## src/rtl/fpu_issue_pkg.sv

```systemverilog
// Shared types and constants for the FPU issue sequencer.
package fpu_issue_pkg;

  localparam int FP_WORD_W = 32;
  localparam int FP_OP_W   = 8;

  // Default watchdog limit in WAIT cycles. It is only used when the design
  // is built with FPU_WATCHDOG_EN defined.
  localparam int TIMEOUT_CYC_DFLT = 1023;
  // Default number of cycles after the last operand beat during which the
  // FPU may still drop fpbusyn.
  localparam int BUSY_LAT_DFLT    = 3;

  typedef enum logic [2:0] {
    S_IDLE,
    S_ISSUE,
    S_OPND2,
    S_WAIT,
    S_RES2,
    S_DONE
  } state_e;

endpackage

```

## src/rtl/fpu_issue_wdog.sv

```systemverilog
// WAIT-state watchdog: counts un-held WAIT cycles and flags the cycle that
// reaches the limit. It is instantiated only when FPU_WATCHDOG_EN is defined.
module fpu_issue_wdog #(
  parameter int unsigned TIMEOUT_CYC = 1023
) (
  input  logic clk,
  input  logic reset_l,
  input  logic run,      // in WAIT and not held
  input  logic clr,      // outside WAIT
  output logic expired   // this run cycle is the TIMEOUT_CYC-th one
);

  localparam logic [9:0] LAST = 10'(TIMEOUT_CYC - 1);

  logic [9:0] cnt;

  assign expired = run && (cnt == LAST);

  // Count un-held WAIT cycles and restart whenever WAIT is left.
  always_ff @(posedge clk or negedge reset_l) begin
    if (!reset_l) begin
      cnt <= '0;
    end else if (clr) begin
      cnt <= '0;
    end else if (run) begin
      cnt <= cnt + 10'd1;
    end
  end

endmodule

```

## src/rtl/fpu_issue_ctl.sv

```systemverilog
// IU-side FPU issue sequencer. It takes one FP request, drives the opcode and
// operand beats to the FPU (hi word first), waits on the fpbusyn handshake and
// holds the collected result until the IU consumes it.
// Optional build macro: FPU_WATCHDOG_EN enables the WAIT-state watchdog and
// the res_timeout flag.
module fpu_issue_ctl
  import fpu_issue_pkg::*;
#(
  parameter int unsigned TIMEOUT_CYC = TIMEOUT_CYC_DFLT,
  parameter int unsigned BUSY_LAT    = BUSY_LAT_DFLT
) (
  input  logic                 clk,
  input  logic                 reset_l,
  input  logic                 req_valid,
  output logic                 req_ready,
  input  logic [FP_OP_W-1:0]   req_op,
  input  logic                 req_dsrc,
  input  logic                 req_dres,
  input  logic [FP_WORD_W-1:0] req_a_hi,
  input  logic [FP_WORD_W-1:0] req_a_lo,
  input  logic [FP_WORD_W-1:0] req_b_hi,
  input  logic [FP_WORD_W-1:0] req_b_lo,
  input  logic                 iu_hold,
  input  logic                 iu_kill,
  output logic                 res_valid,
  input  logic                 res_ready,
  output logic [FP_WORD_W-1:0] res_hi,
  output logic [FP_WORD_W-1:0] res_lo,
  output logic                 res_timeout,
  output logic [FP_OP_W-1:0]   fpop,
  output logic                 fpop_valid,
  output logic [FP_WORD_W-1:0] fpain,
  output logic [FP_WORD_W-1:0] fpbin,
  output logic                 fphold,
  output logic                 fpkill,
  input  logic [FP_WORD_W-1:0] fpout,
  input  logic                 fpbusyn
);

  localparam int LAT_W = (BUSY_LAT < 1) ? 1 : $clog2(BUSY_LAT + 1);
  localparam logic [LAT_W-1:0] LAT_MAX = LAT_W'(BUSY_LAT);

  state_e               state;
  logic                 dsrc_q;
  logic                 dres_q;
  logic [FP_WORD_W-1:0] a_lo_q;
  logic [FP_WORD_W-1:0] b_lo_q;
  logic                 busy_seen;
  logic [LAT_W-1:0]     lat_cnt;
  logic                 lat_done;

  // A stalled IU must not see ready, otherwise a request offered during hold
  // would be dropped while the state is frozen.
  assign req_ready = (state == S_IDLE) && !iu_hold;
  assign fphold    = iu_hold;
  assign lat_done  = (lat_cnt == LAT_MAX);

`ifdef FPU_WATCHDOG_EN
  logic wdog_expired;
  logic timeout_q;

  fpu_issue_wdog #(.TIMEOUT_CYC(TIMEOUT_CYC)) u_wdog (
    .clk     (clk),
    .reset_l (reset_l),
    .run     ((state == S_WAIT) && !iu_hold),
    .clr     (state != S_WAIT),
    .expired (wdog_expired)
  );

  assign res_timeout = timeout_q;
`else
  logic unused_timeout_cfg;
  assign unused_timeout_cfg = (TIMEOUT_CYC == 0);
  assign res_timeout        = 1'b0;
`endif

  // Sequencer FSM with registered FPU-side and IU-side outputs.
  always_ff @(posedge clk or negedge reset_l) begin
    if (!reset_l) begin
      state      <= S_IDLE;
      dsrc_q     <= 1'b0;
      dres_q     <= 1'b0;
      a_lo_q     <= '0;
      b_lo_q     <= '0;
      busy_seen  <= 1'b0;
      lat_cnt    <= '0;
      res_valid  <= 1'b0;
      res_hi     <= '0;
      res_lo     <= '0;
      fpop       <= '0;
      fpop_valid <= 1'b0;
      fpain      <= '0;
      fpbin      <= '0;
      fpkill     <= 1'b0;
`ifdef FPU_WATCHDOG_EN
      timeout_q  <= 1'b0;
`endif
    end else begin
      // NOTE: state is updated with non-blocking assignments so every branch
      // sees the pre-edge values; the default below makes fpkill a pulse.
      fpkill <= 1'b0;
      if (iu_kill && (state != S_IDLE)) begin
        state      <= S_IDLE;
        fpkill     <= 1'b1;
        busy_seen  <= 1'b0;
        lat_cnt    <= '0;
        res_valid  <= 1'b0;
        fpop_valid <= 1'b0;
`ifdef FPU_WATCHDOG_EN
        timeout_q  <= 1'b0;
`endif
      end else begin
        // The busy indication is tracked even while held so that a short busy
        // pulse hidden inside a hold window is not lost.
        if ((state == S_WAIT) && !fpbusyn) busy_seen <= 1'b1;
        if (!iu_hold) begin
          case (state)
            S_IDLE: begin
              if (req_valid) begin
                fpop       <= req_op;
                fpop_valid <= 1'b1;
                fpain      <= req_a_hi;
                fpbin      <= req_b_hi;
                a_lo_q     <= req_a_lo;
                b_lo_q     <= req_b_lo;
                dsrc_q     <= req_dsrc;
                dres_q     <= req_dres;
                busy_seen  <= 1'b0;
                lat_cnt    <= '0;
                state      <= S_ISSUE;
              end
            end
            S_ISSUE: begin
              fpop_valid <= 1'b0;
              if (dsrc_q) begin
                fpain <= a_lo_q;
                fpbin <= b_lo_q;
                state <= S_OPND2;
              end else begin
                state <= S_WAIT;
              end
            end
            S_OPND2: state <= S_WAIT;
            S_WAIT: begin
              if (fpbusyn && (busy_seen || lat_done)) begin
                res_hi    <= fpout;
                res_lo    <= '0;
                res_valid <= !dres_q;
                state     <= dres_q ? S_RES2 : S_DONE;
              end else begin
                if (!lat_done) lat_cnt <= lat_cnt + 1'b1;
`ifdef FPU_WATCHDOG_EN
                if (wdog_expired) begin
                  fpkill    <= 1'b1;
                  timeout_q <= 1'b1;
                  res_hi    <= '0;
                  res_lo    <= '0;
                  res_valid <= 1'b1;
                  state     <= S_DONE;
                end
`endif
              end
            end
            S_RES2: begin
              res_lo    <= fpout;
              res_valid <= 1'b1;
              state     <= S_DONE;
            end
            S_DONE: begin
              if (res_ready) begin
                res_valid <= 1'b0;
`ifdef FPU_WATCHDOG_EN
                timeout_q <= 1'b0;
`endif
                state     <= S_IDLE;
              end
            end
            default: state <= S_IDLE;
          endcase
        end
      end
    end
  end

endmodule
```

## config.mk

```make
export PLATFORM = sky130hd
export DESIGN_NAME = fpu_issue_ctl
export DESIGN_NICKNAME = d
export VERILOG_FILES = /design/src/rtl/fpu_issue_pkg.sv /design/src/rtl/fpu_issue_wdog.sv /design/src/rtl/fpu_issue_ctl.sv
export SDC_FILE = /design/constraint.sdc
export NUM_CORES = 1
export LEC_CHECK = 0
export ABC_AREA = 1
export BUFFER_PORTS_ARGS = -buffer_cell sky130_fd_sc_hd__buf_4
export CORE_MARGIN = 2
export CORE_UTILIZATION = 50
export CTS_BUF_LIST = sky130_fd_sc_hd__clkbuf_8
export CTS_CLUSTER_DIAMETER = 30
export DETAILED_ROUTE_END_ITERATION = 10
export MAX_ROUTING_LAYER = met4
export PLACE_DENSITY_LB_ADDON = 0.12
export REMOVE_ABC_BUFFERS = 1
export SLEW_MARGIN = 20
export SYNTH_ARGS = -nofsm -noshare
export SYNTH_HDL_FRONTEND = slang
export SYNTH_SLANG_ARGS = --single-unit
```

## constraint.sdc

```tcl
create_clock -name clk -period 3.9 [get_ports clk]
set_input_delay 0.39 -clock clk [delete_from_list [all_inputs] [get_ports clk]]
set_output_delay 0.39 -clock clk [all_outputs]
set_load 0.02 [all_outputs]
```

==> reports/results.txt, run 1 <==
The DRC violation count after routing is 0. The wire-length estimate of the detail-placed layout is 17100 um. Of the total power, combinational logic draws 41.1%. Post-CTS timing repair inserted 0 buffers for setup. In this run, synthesis inferred 0 flip-flops with an integrated enable. Per report_power, the clock group accounts for 24.5% of the total. For this run, the post-layout net count is 1668. The total number of vias was 8849. The floorplan step defined a die boundary enclosing 20200 sq um. The tools report the kind of end point of the critical path as an output pin. The switching part of the total power was 40.7%. The initial standard-cell utilization of the core came out at 51.0%. Counting distinct cell types in the post-synthesis netlist gives 29. Number of fill cells in the layout: 1594. The flow ran to the end, and the final reports show no timing, DRC or antenna violations. The final max-slew violation count is 0, and the die height is 142 um. The via count of the first global-routing pass is 8763. Clock tree synthesis inserted a total of 43 buffers.

The number of cell instances on the worst register-to-register path is 6. The origin of the critical flop-to-flop path is state[0]$_DFFE_PN0P_. Detail-routed net length per standard cell: 15.5 um. The critical path start-end classification is register to output pin. The sequential area share after synthesis came out at 55.3%. Setup repair after global routing left no endpoint under its margin. Data on the critical path arrives at its endpoint at 2270 ps.

The initial antenna violation count came out at 0. Entering global routing, the biggest net connects 118 pins. The worst hold path belongs to the class input port to register.

The number of resized instances in the post-cts repair step was 0; the area of the core was 18700 sq um. The via count normalized by instance count works out to 5.05. At the end of routability-driven placement, the weighted congestion stood at 0.893. The critical path startpoint category is a register. Before antenna repair, the detailed router went through 5 iterations. The total detailed-routing wirelength is 27200 um, and the signed area change from the synthesized netlist to the final layout is 34.6%. For the hold-fix buffer count after cts, the log shows 1.

The tools report the maximum level of the CTS H-tree as 2. TritonCTS built the clock tree. The library cell used most frequently in the layout, excluding fill and tap cells, is nand2_1. The tools report the capturing point of the worst reg2reg path as fpain[16]$_DFFE_PN0P_.

Each instance of the synthesized netlist takes up on average 7.98 sq um. The proportion of synthesized flip-flops having asynchronous set or reset works out to 100%. In this run the tightest slew margin relative to its limit is 30.2%.

Summed over all cells, the static leakage comes to 7.32 nW. For the worst-skew pair, the clock arrives at the later sink with an insertion delay of 540 ps. The tools report the power spent charging and discharging nets as 4.09 mW. Across the whole layout, storage elements account for 5280 sq um.

In this run, synthesis produced a sequential element count of 211. The tools report the peak ir drop on the vdd network as 0.470 mV. Summing internal, switching and leakage power gives 10.1 mW. The tree is rooted in a clkbuf_8. The worst path uses 68.2% of the clock period. The mapped cell area was 9540 sq um; the peak clock frequency supported by timing was 376 MHz. Cell internal power was estimated by the tool at 5.96 mW. The die outline width was 142 um; the combined area of the multi-input logic cells was 3620 sq um.

The tools report the number of nets with antenna violations after routing as 0. In the global route stage, overall resource usage came out at 27.7%. The startpoint identified for the worst hold timing path is req_b_lo[12]. The shortest period the worst path allows came out at 2660 ps.

The antenna diode instance count was 0; the maximum buffer depth of the clock tree was 3. For this run, the leading register cell type out of synthesis is dfrtp_1. The fraction of layout cells with a size suffix above 1 is 27.0%.

The library cells used most frequently in the layout, excluding fill and tap cells, are nand2_1, buf_4, dfrtp_1. For the number of instances in the placed design, the log shows 1678. The share of total power dissipated in sequential elements is 34.4%.

Clock-pin slew was measured on the worst setup and hold paths at 60 ps. The overflow left after global routing came out at 0. The required time of the worst setup path is 3510 ps. The count of buffers inserted at the top-level ports came out at 317.

The end point of the worst hold path was b_lo_q[12]$_DFFE_PN0P_. The number of hold violations in the final report was 0; the cell count of the worst hold path was 3. The clock arrives with 15.5 ps of skew. Of all nets on the critical path, the largest fanout is 56. The first global-routing pass estimated 43200 um of wire. The power density over the cells came out at 782 nW/um^2.

The transition time at the pin with the least slew margin is 1050 ps, and the number of violations of the max-capacitance limit is 0. Setup violations remaining at the end of the flow were counted as 0. Counting every instance in the synthesized netlist gives 1196.

The detailed router finished its first iteration with 375 violations. For the filler-free cell count of the finished design, the log shows 1751. The number of sinks driven by the clock tree was 211; the number of ports placed on the die boundary was 319. The count of yosys warnings during synthesis was 0; the setup slack on the worst flop-to-flop path was 1490 ps.

The floorplan has 50 rows.
[how the worst max path moves through the flow]
stage / from / to / slack, ps
final: state[1]$_DFFE_PN0P_ / req_ready / 1240
after global routing: state[1]$_DFFE_PN0P_ / req_ready / 1100
after CTS: state[1]$_DFFE_PN0P_ / req_ready / 1210
after detailed placement: req_valid / fpain[11]$_DFFE_PN0P_ / 1490
after global placement: state[0]$_DFFE_PN0P_ / fpain[14]$_DFFE_PN0P_ / 1570
after floorplan: state[0]$_DFFE_PN0P_ / fpain[14]$_DFFE_PN0P_ / -1150
[area by class of cell]
cell class	instances	area share (%)
sequential	211	41.1
multi-input combinational	844	28.2
tap	234	2.28
inverter	60	1.77
clock inverter	21	1.74
timing repair buffer	330	19.5
clock buffer	51	5.46
[registers in the layout (all words and copies together), names as in the netlist, 2 cells and up]
signal and flops:
fpbin 32, b_lo_q 32, fpain 32, res_lo 32
a_lo_q 32, state 3, fpop 8, res_hi 32
lat_cnt 2
[synth_stat cells (3+ instances only)]
cell      number  area share, %
nand2_1      512             20
dfrtp_1      211             55
nand3_1      107            5.6
o21ai_1       87            4.6
nor2_1        64            2.5
inv_1         58            2.3
buf_2         34            1.8
o21ai_0       32            1.7
clkbuf_1      25           0.98
a21oi_1       21            1.1
buf_4          9           0.71
buf_6          7           0.83
clkbuf_2       5           0.26
nor2_2         4           0.26
nand3_2        3           0.31
[kinds of logic (layout without fill, tap and decap cells)]
kind of cell / count (synthesis) / count (layout) / share of synthesized area, %
fa+ha+maj: 1 / 1 / 0.131
simple gates: 701 / 701 / 30.1
flops: 211 / 211 / 55.3
buf+inv: 141 / 462 / 6.99
compound gates: 141 / 141 / 7.43
other cells: 1 / 1 / 0.0393
[power by group through the flow]
stage | clock [mW] | combinational, mW | sequential, mW
floorplan | 0 | 1.88 | 4.01
global placement | 0 | 4.07 | 3.47
detailed placement | 0 | 4.15 | 3.49
CTS | 2.51 | 4.17 | 3.46
global route | 2.61 | 4.59 | 3.54
finish | 2.46 | 4.13 | 3.46
[per-stage QoR]
step	utilization [%]	TNS, ps	hold slack (ps)	worst slack (ps)	instance area (sq um)
after global routing	68.7	0	76.8	1100	12800
after detailed placement	63.7	0	459	1490	11900
final	68.7	0	83.8	1240	12800
after global placement	63.7	0	454	1570	11900
after floorplan	-	-125720	94.4	-1150	9100
after CTS	68.7	0	59.1	1210	12800
[routing by layer]
layer  vias up  GRT usage, %  wire length (um)  share of wire [%]
li1       4345             -                 -                  -
met2       307          44.8             13000                 48
met3        70          6.26              2120                7.8
met1      4127          34.0             11100                 41
met5         -             -                 0                  0
met4         0          10.9               927                3.4
[worst max-delay path, cell delays in order (launching register included)]
cell	delay, ps
dfrtp_1	530
nor2_8	180
nand2_2	110
nor2_4	120
buf_4	540
buf_4	260
Power figures use the tool's default switching activity.
==> run 2: changes to the inputs <==
==> constraint.sdc (replaced) <==
create_clock -name clk -period 2.8 [get_ports clk]
set_input_delay 0.28 -clock clk [delete_from_list [all_inputs] [get_ports clk]]
set_output_delay 0.28 -clock clk [all_outputs]
set_load 0.02 [all_outputs]
==> run 2 against run 1 <==
Effect of this change:
- total power grew 42%
- worst setup slack lost 640 ps
- sequential share of layout area shrank 2.6 points
- critical endpoint unchanged
- critical path type unchanged
==> reports/results.txt, run 2 (synthesis gave the netlist of run 1 again) <==
The flow ran to the end, and the final reports show no timing, DRC or antenna violations. Gate family responsible for the most delay along the worst path: flip-flops. The DRC violation count after routing is 0 (unchanged), and the headroom to the max-slew limit is 41.7% (+12 points). The tools report the required time of the worst setup path as 2520 ps (-990 ps). The worst endpoint data arrival time was 1920 ps (-350 ps); the number of hold violations in the final report was 0 (unchanged). The count of buffers inserted at the top-level ports came out at 317 (unchanged). Walking the worst path, the cells encountered are nor2_8 -> nand2_2 -> nor2_4 -> buf_4 -> buf_4.

The overflow left after global routing was 0 (unchanged); the signed area change from the synthesized netlist to the final layout was 43.6%. The number of ports placed on the die boundary was 319 (unchanged); the final standard cell area without fillers was 13700 sq um (+6.7%). The detail-routed net length per standard cell was 15.4 um (-0.69%); the total detailed-routing wirelength was 28300 um (+4.2%). The run gives 5 (unchanged) as the number of detailed-route iterations in the first pass. The smallest clock period supported by the final layout is computed as 2200 ps. Cell at the root of the clock tree: clkbuf_8. The maximum level of the CTS H-tree is 2 (unchanged), and the number of fill cells in the layout is 1453 (-8.8%).

The placed wire-length estimate after detailed placement was 17600 um (+3.4%); the buffer count from post-CTS setup fixing was 0 (unchanged). The transition time at the pin with the least slew margin was 874 ps (-173 ps); the peak ir drop on the vdd network was 0.949 mV (+100%). The starting DRC count in detailed routing came out at 468 (+25%). The worst register-to-register path begins at state[1]$_DFFE_PN0P_.

The number of sinks driven by the clock tree is 211 (unchanged), and the clock tree skew after final layout is 22.3 ps (+6.79 ps). STA classifies the critical path endpoint as an output pin. The critical path in this run is classified as register to output pin.

The tools report the via count of the first global-routing pass as 9150 (+4.4%). The tools report the initial antenna violation count as 1 (+1). The worst setup path is launched from a register. The number of nets in the layout was 1746 (+4.7%); the combined area of the multi-input logic cells was 3620 sq um (unchanged). Final max-slew violation count: 0 (unchanged). The footprint of the flip-flops and latches is 5280 sq um (unchanged).

The tools report the capturing point of the worst reg2reg path as fpain[16]$_DFFE_PN0P_. The logs give 12000 sq um (+0.82%) for the cell area after placement and 18700 sq um (unchanged) for the area of the core. The run gives 20200 sq um (unchanged) as the die outline area. The share of power burned in registers is 33.6% (-0.8 points), and the number of violations of the max-capacitance limit is 0 (unchanged). The static leakage is 7.70 nW (+5.1%), and the overall track demand over capacity in global routing is 28.6% (+0.94 points). The proportion of power drawn by the clock network is 24.8% (+0.3 points).

The min-delay analysis places its worst path in the category input port to register. The peak clock frequency supported by timing is 455 MHz, and the worst-skew pair later-pin latency is 530 ps (about the same). Fraction of layout cells with a size suffix above 1: 26.2% (-0.81 points). The switching part of the total power was 40.5% (-0.21 points); the maximum number of pins on one net before global-route repair was 84 (-29%). The routability congestion estimate from global placement came out at 0.855 (-4.3%).

The power density over the cells came out at 1040 nW/um^2 (+33%). Setup repair after global routing left no endpoint under its margin. For the number of nets with antenna violations after routing, the log shows 0 (unchanged).

The via count normalized by instance count is 4.99 (-1.3%). The total number of vias is 9167 (+3.6%), and the number of buffers created by CTS is 43 (unchanged). The highest fanout seen on the critical path was 18 (-68%). For the maximum buffer depth of the clock tree, the log shows 3 (unchanged). TritonCTS built the clock tree.

The setup slack on the worst flop-to-flop path was 730 ps (-760 ps); the power spent charging and discharging nets was 5.79 mW (+42%). The worst hold path terminates at res_hi[15]$_DFFE_PN0P_. The worst path uses 78.5% of the clock period. Die height: 142 um (unchanged). The number of buffer and inverter instances along the worst setup path is 2 (unchanged), and the overall power consumption is 14.3 mW (+42%). The cell count of the worst hold path came out at 3 (unchanged).

The number of cell instances on the worst register-to-register path was 6 (unchanged). The cell that appears most often on the critical path is buf_4. CTS clock-pin slew for the worst setup and hold paths: 60 ps (about the same). The run gives 0 (unchanged) as the number of resized instances in the post-cts repair step. The commonest non-fill, non-tap cell in the layout was nand2_1.

Leaving out fill and tap cells, the most frequent cells in the layout are nand2_1, buf_4, dfrtp_1. In this run the most critical hold path is launched from fpout[15]. Die outline width: 142 um (unchanged). For this design, the slowest cell found on the critical path is dfrtp_1.

The run gives 50 (unchanged) as the number of rows in the core area. The wire length of the first global-routing pass was 44700 um (+3.5%); the initial standard-cell utilization of the core was 51.0% (unchanged). The stage delay of the slowest cell on the critical path was 530 ps (about the same); the relative contribution of combinational cells to total power was 41.6% (+0.5 points). Internal power consumption: 8.51 mW (+43%). The setup violation total in the final timing report was 0 (unchanged).
run 2: cell count changes in the layout (fill, tap and decap cells not counted):
| cell | before | now |
|---|---|---|
| buf_12 | 1 | 4 |
| buf_4 | 327 | 332 |
| bufinv_16 | 5 | 6 |
| clkbuf_8 | 51 | 50 |
| clkinv_2 | 4 | 3 |
| clkinvlp_4 | 1 | 4 |
| diode_2 | 0 | 2 |
| dlygate4sd3_1 | 1 | 71 |
| inv_1 | 68 | 73 |
run 2: routing by layer:
| layer | wire length, um | vias to the layer above | GRT usage [%] |
|---|---|---|---|
| li1 | - | 4519 | - |
| met1 | 11500 | 4259 | 34.6 |
| met2 | 14000 | 331 | 47.5 |
| met3 | 2000 | 58 | 6.49 |
| met4 | 806 | 0 | 10.2 |
| met5 | 0 | - | - |
run 2: through the flow:
stage / cells / util [%] / hold WS (ps) / setup slack (ps) / TNS [ps]
2_1_floorplan: 1115 / - / -15.6 / -2250 / -283010
3_3_place_gp: 1686 / 64.2 / 311 / 817 / 0
3_5_place_dp: 1686 / 64.2 / 316 / 760 / 0
4_1_cts: 1835 / 73.2 / 0.0822 / 562 / 0
5_1_grt: 1837 / 73.2 / 6.80 / 500 / 0
6_report: 1838 / 73.3 / 18.4 / 601 / 0
run 2: worst max path at each step:
stage	startpoint	to	slack, ps	depth (start not counted)
6_report	state[1]$_DFFE_PN0P_	req_ready	600	5
5_1_grt	state[1]$_DFFE_PN0P_	req_ready	500	5
4_1_cts	state[1]$_DFFE_PN0P_	req_ready	560	5
3_5_place_dp	state[1]$_DFFE_PN0P_	fpain[16]$_DFFE_PN0P_	760	6
3_3_place_gp	state[1]$_DFFE_PN0P_	fpain[14]$_DFFE_PN0P_	820	6
2_1_floorplan	state[0]$_DFFE_PN0P_	fpain[14]$_DFFE_PN0P_	-2250	5
run 2: cell type report:
| type | instances | area share (%) |
|---|---|---|
| Multi-Input combinational cell | 844 | 26.4 |
| Tap cell | 234 | 2.14 |
| Clock inverter | 29 | 2.12 |
| Timing Repair Buffer | 408 | 24.1 |
| Antenna cell | 2 | 0.0365 |
| Sequential cell | 211 | 38.5 |
| Inverter | 60 | 1.66 |
| Clock buffer | 50 | 5.02 |
run 2: worst reg2reg max path, stage by stage, from the launching register on:
cell	delay, ps
dfrtp_1	530
nor2_4	220
nand2_2	90
o21ai_4	200
buf_4	630
o21ai_0	230
nand2_1	100
run 2: power by group through the flow:
stage               registers [mW]  logic [mW]  clock network [mW]
floorplan                     5.59        2.62                   0
global placement              4.81        5.79                   0
detailed placement            4.84        5.89                   0
CTS                           4.80        5.98                3.61
global route                  4.93        6.57                3.76
finish                        4.80        5.96                3.55
run 2: what timing repair did:
action,CTS,global route
hold buffers,70,1
endpoints found under the hold margin,145,1
setup endpoints to repair,0,0
==> run 3: changes to the inputs <==
==> constraint.sdc (replaced) <==
create_clock -name clk -period 2.1 [get_ports clk]
set_input_delay 0.21 -clock clk [delete_from_list [all_inputs] [get_ports clk]]
set_output_delay 0.21 -clock clk [all_outputs]
set_load 0.02 [all_outputs]
==> run 3 against run 2 <==
Effect of this change:
- clock skew shrank 0.82 ps
- wire length grew 11%
- die area is the same
- sequential share of layout area shrank 2.9 points
- global-route usage grew 3.3 points
- worst hold slack lost 12 ps
- critical endpoint unchanged
- first-iteration DRC count grew 1.1%
==> reports/results.txt, run 3 (synthesis gave the netlist of run 1 again) <==
The power density over the cells was 1330 nW/um^2 (+27%). Broken down by cell family, the worst path's largest delay share belongs to flip-flops. The minimum setup slack after placement is 277 ps (-483 ps), and the detail-routed net length per standard cell is 16.1 um (+4.7%). The wire length of the first global-routing pass is 49600 um (+11%), and the highest fanout seen on the critical path is 24 (+6). The via count of the first global-routing pass was 9952 (+8.8%). The setup slack after layout came out at 108 ps (-493 ps). The post-route met1 wirelength came out at 12400 um (+7.6%). The worst setup path is captured at an output pin. Number of buffer and inverter instances along the worst setup path: 2 (unchanged). Dividing the final minimum period by the clock period gives 94.8%. The amount of wire on met3 after detailed routing came out at 2290 um (+14%).

The overall power consumption is 19.7 mW (+37%). The worst setup path is launched from a register. The fraction of layout cells with a size suffix above 1 is 25.5% (-0.75 points).

Setup repair after global routing left no endpoint under its margin. The initial standard-cell utilization of the core is 51.0% (unchanged). TritonCTS built the clock tree. The flow ran to the end, and the final reports show no timing, DRC or antenna violations. The CTS clock-pin slew for the worst setup and hold paths is 60 ps (about the same). The worst endpoint data arrival time is 1780 ps (-140 ps). The path type of the worst min-delay path was input port to register.

The number of violations of the max-capacitance limit came out at 0 (unchanged). The number of detailed-route iterations in the first pass is 6 (+1), and the number of hold violations in the final report is 0 (unchanged). The die outline area was 20200 sq um (unchanged). The logs give 0 ps (unchanged) for the total negative setup slack and 79.2% (+6.0 points) for the post-layout utilization of the core. The count of buffers inserted at the top-level ports was 317 (unchanged); the number of rows in the core area was 50 (unchanged).

The total number of vias came out at 9927 (+8.3%). The transition time at the pin with the least slew margin was 639 ps (-236 ps). The top cell types in the final layout, fill and taps aside, are nand2_1, buf_4, dfrtp_1.

Walking the worst path, the cells encountered are nor2_8 -> nand2_2 -> nor2_4 -> buf_12 -> buf_4. For the post-route worst hold slack, the log shows 6.55 ps (-11.9 ps). Peak clock frequency supported by timing: 502 MHz. The static leakage is 8.15 nW (+5.9%), and the maximum level of the CTS H-tree is 2 (unchanged).

The worst-skew pair later-pin latency came out at 530 ps (about the same). The maximum number of pins on one net before global-route repair is 96 (+14%), and the area of the core is 18700 sq um (unchanged). For the overflow left after global routing, the log shows 0 (unchanged). The number of instances in the placed design was 1691 (+0.30%); the headroom to the max-slew limit was 57.4% (+16 points). Overall track demand over capacity in global routing: 31.9% (+3.3 points). The run gives 0.859 (+0.51%) as the routability congestion estimate from global placement.

The tools report the buffer count from post-CTS setup fixing as 0 (unchanged). The run gives 3 (unchanged) as the maximum buffer depth of the clock tree. Commonest non-fill, non-tap cell in the layout: nand2_1. Amount of wire on met2 after detailed routing: 15300 um (+9.3%). The number of sinks driven by the clock tree was 211 (unchanged). The top routing layer in use is met4. The run gives 1943 (+5.7%) as the filler-free cell count of the finished design.

The cell at the root of the clock tree was clkbuf_8. The number of nets in the layout was 1852 (+6.1%); the setup violation total in the final timing report was 0 (unchanged). The run gives 14800 sq um (+8.2%) as the final standard cell area without fillers. The smallest clock period supported by the final layout is computed as 1990 ps. The stage delay of the slowest cell on the critical path is 470 ps (-60 ps), and the number of nets with antenna violations after routing is 0 (unchanged). The die height is 142 um (unchanged). Signed area change from the synthesized netlist to the final layout: 55.3%.

For the total detailed-routing wirelength, the log shows 31400 um (+11%). For the starting DRC count in detailed routing, the log shows 473 (+1.1%). Critical-path cell with the highest stage delay: dfrtp_1.

The number of ports placed on the die boundary was 319 (unchanged); the DRC violation count after routing was 0 (unchanged). The placed wire-length estimate after detailed placement was 18200 um (+2.9%). The die outline width works out to 142 um (unchanged). For the required time of the worst setup path, the log shows 1890 ps (-630 ps).

For the number of buffers created by CTS, the log shows 44 (+2.3%). Via count normalized by instance count: 5.11 (+2.4%). The critical path start-end classification was register to output pin. For the clock tree skew after final layout, the log shows 21.5 ps (-0.822 ps). The logs give 0 (unchanged) for the final max-slew violation count and 0 (-1) for the initial antenna violation count. The cell area after placement is 12100 sq um (+0.73%).

The peak ir drop on the vdd network was 0.962 mV (+1.3%).
==> run 3: cell types whose count changed in the layout (fill, tap and decap cells not counted), sizes merged <==
cell	delta
inv	-7
bufinv	-1
clkbuf	+2
diode	-1
buf	+5
dlygate4sd3	+100
clkinv	+7
==> run 3: layer usage <==
layer	global-route usage (%)	vias up
met5	-	-
met4	15.0	0
met3	6.70	113
met2	51.2	437
met1	38.9	4656
li1	-	4721
==> run 3: worst min-delay path: cells and delay by family <==
family                 cells  cell delay, ps
and+or+nand+nor            4             210
buffers and inverters      1              80
==> run 3: area by class of cell <==
class                      count  area, sq um
inverter                      60          228
tap                          234          293
multi-input combinational    844         3620
sequential                   211         5280
clock buffer                  52          716
antenna                        1         2.50
timing repair buffer         513         4400
clock inverter                28          282
fill                        1225         3880
==> run 3: where the power goes <==
| group | switching (mW) | total, mW | internal, mW |
|---|---|---|---|
| registers | 0.834 | 6.41 | 5.57 |
| logic | 5.32 | 8.46 | 3.14 |
| clock network | 1.88 | 4.79 | 2.90 |
| total | 8.04 | 19.7 | 11.6 |
==> run 3: path summary, 6_finish.rpt <==
path,start,end,slack (ps),depth (start not counted)
setup / recovery,state[1]$_DFFE_PN0P_,req_ready,110,5
hold / removal,req_a_hi[7],fpain[7]$_DFFE_PN0P_,7,5
setup reg to reg,state[0]$_DFFE_PN0P_,res_hi[10]$_DFFE_PN0P_,200,7
hold reg to reg,b_lo_q[14]$_DFFE_PN0P_,b_lo_q[14]$_DFFE_PN0P_,470,2
max in group asynchronous,reset_l,fpbin[20]$_DFFE_PN0P_,1080,3
min in group asynchronous,reset_l,a_lo_q[26]$_DFFE_PN0P_,220,2
==> run 3: what timing repair did <==
action,in CTS,in global routing
gates resized for setup,1,3
hold endpoints to repair,236,1
hold buffers,170,1
gates cloned,0,0
setup endpoints to repair,1,1
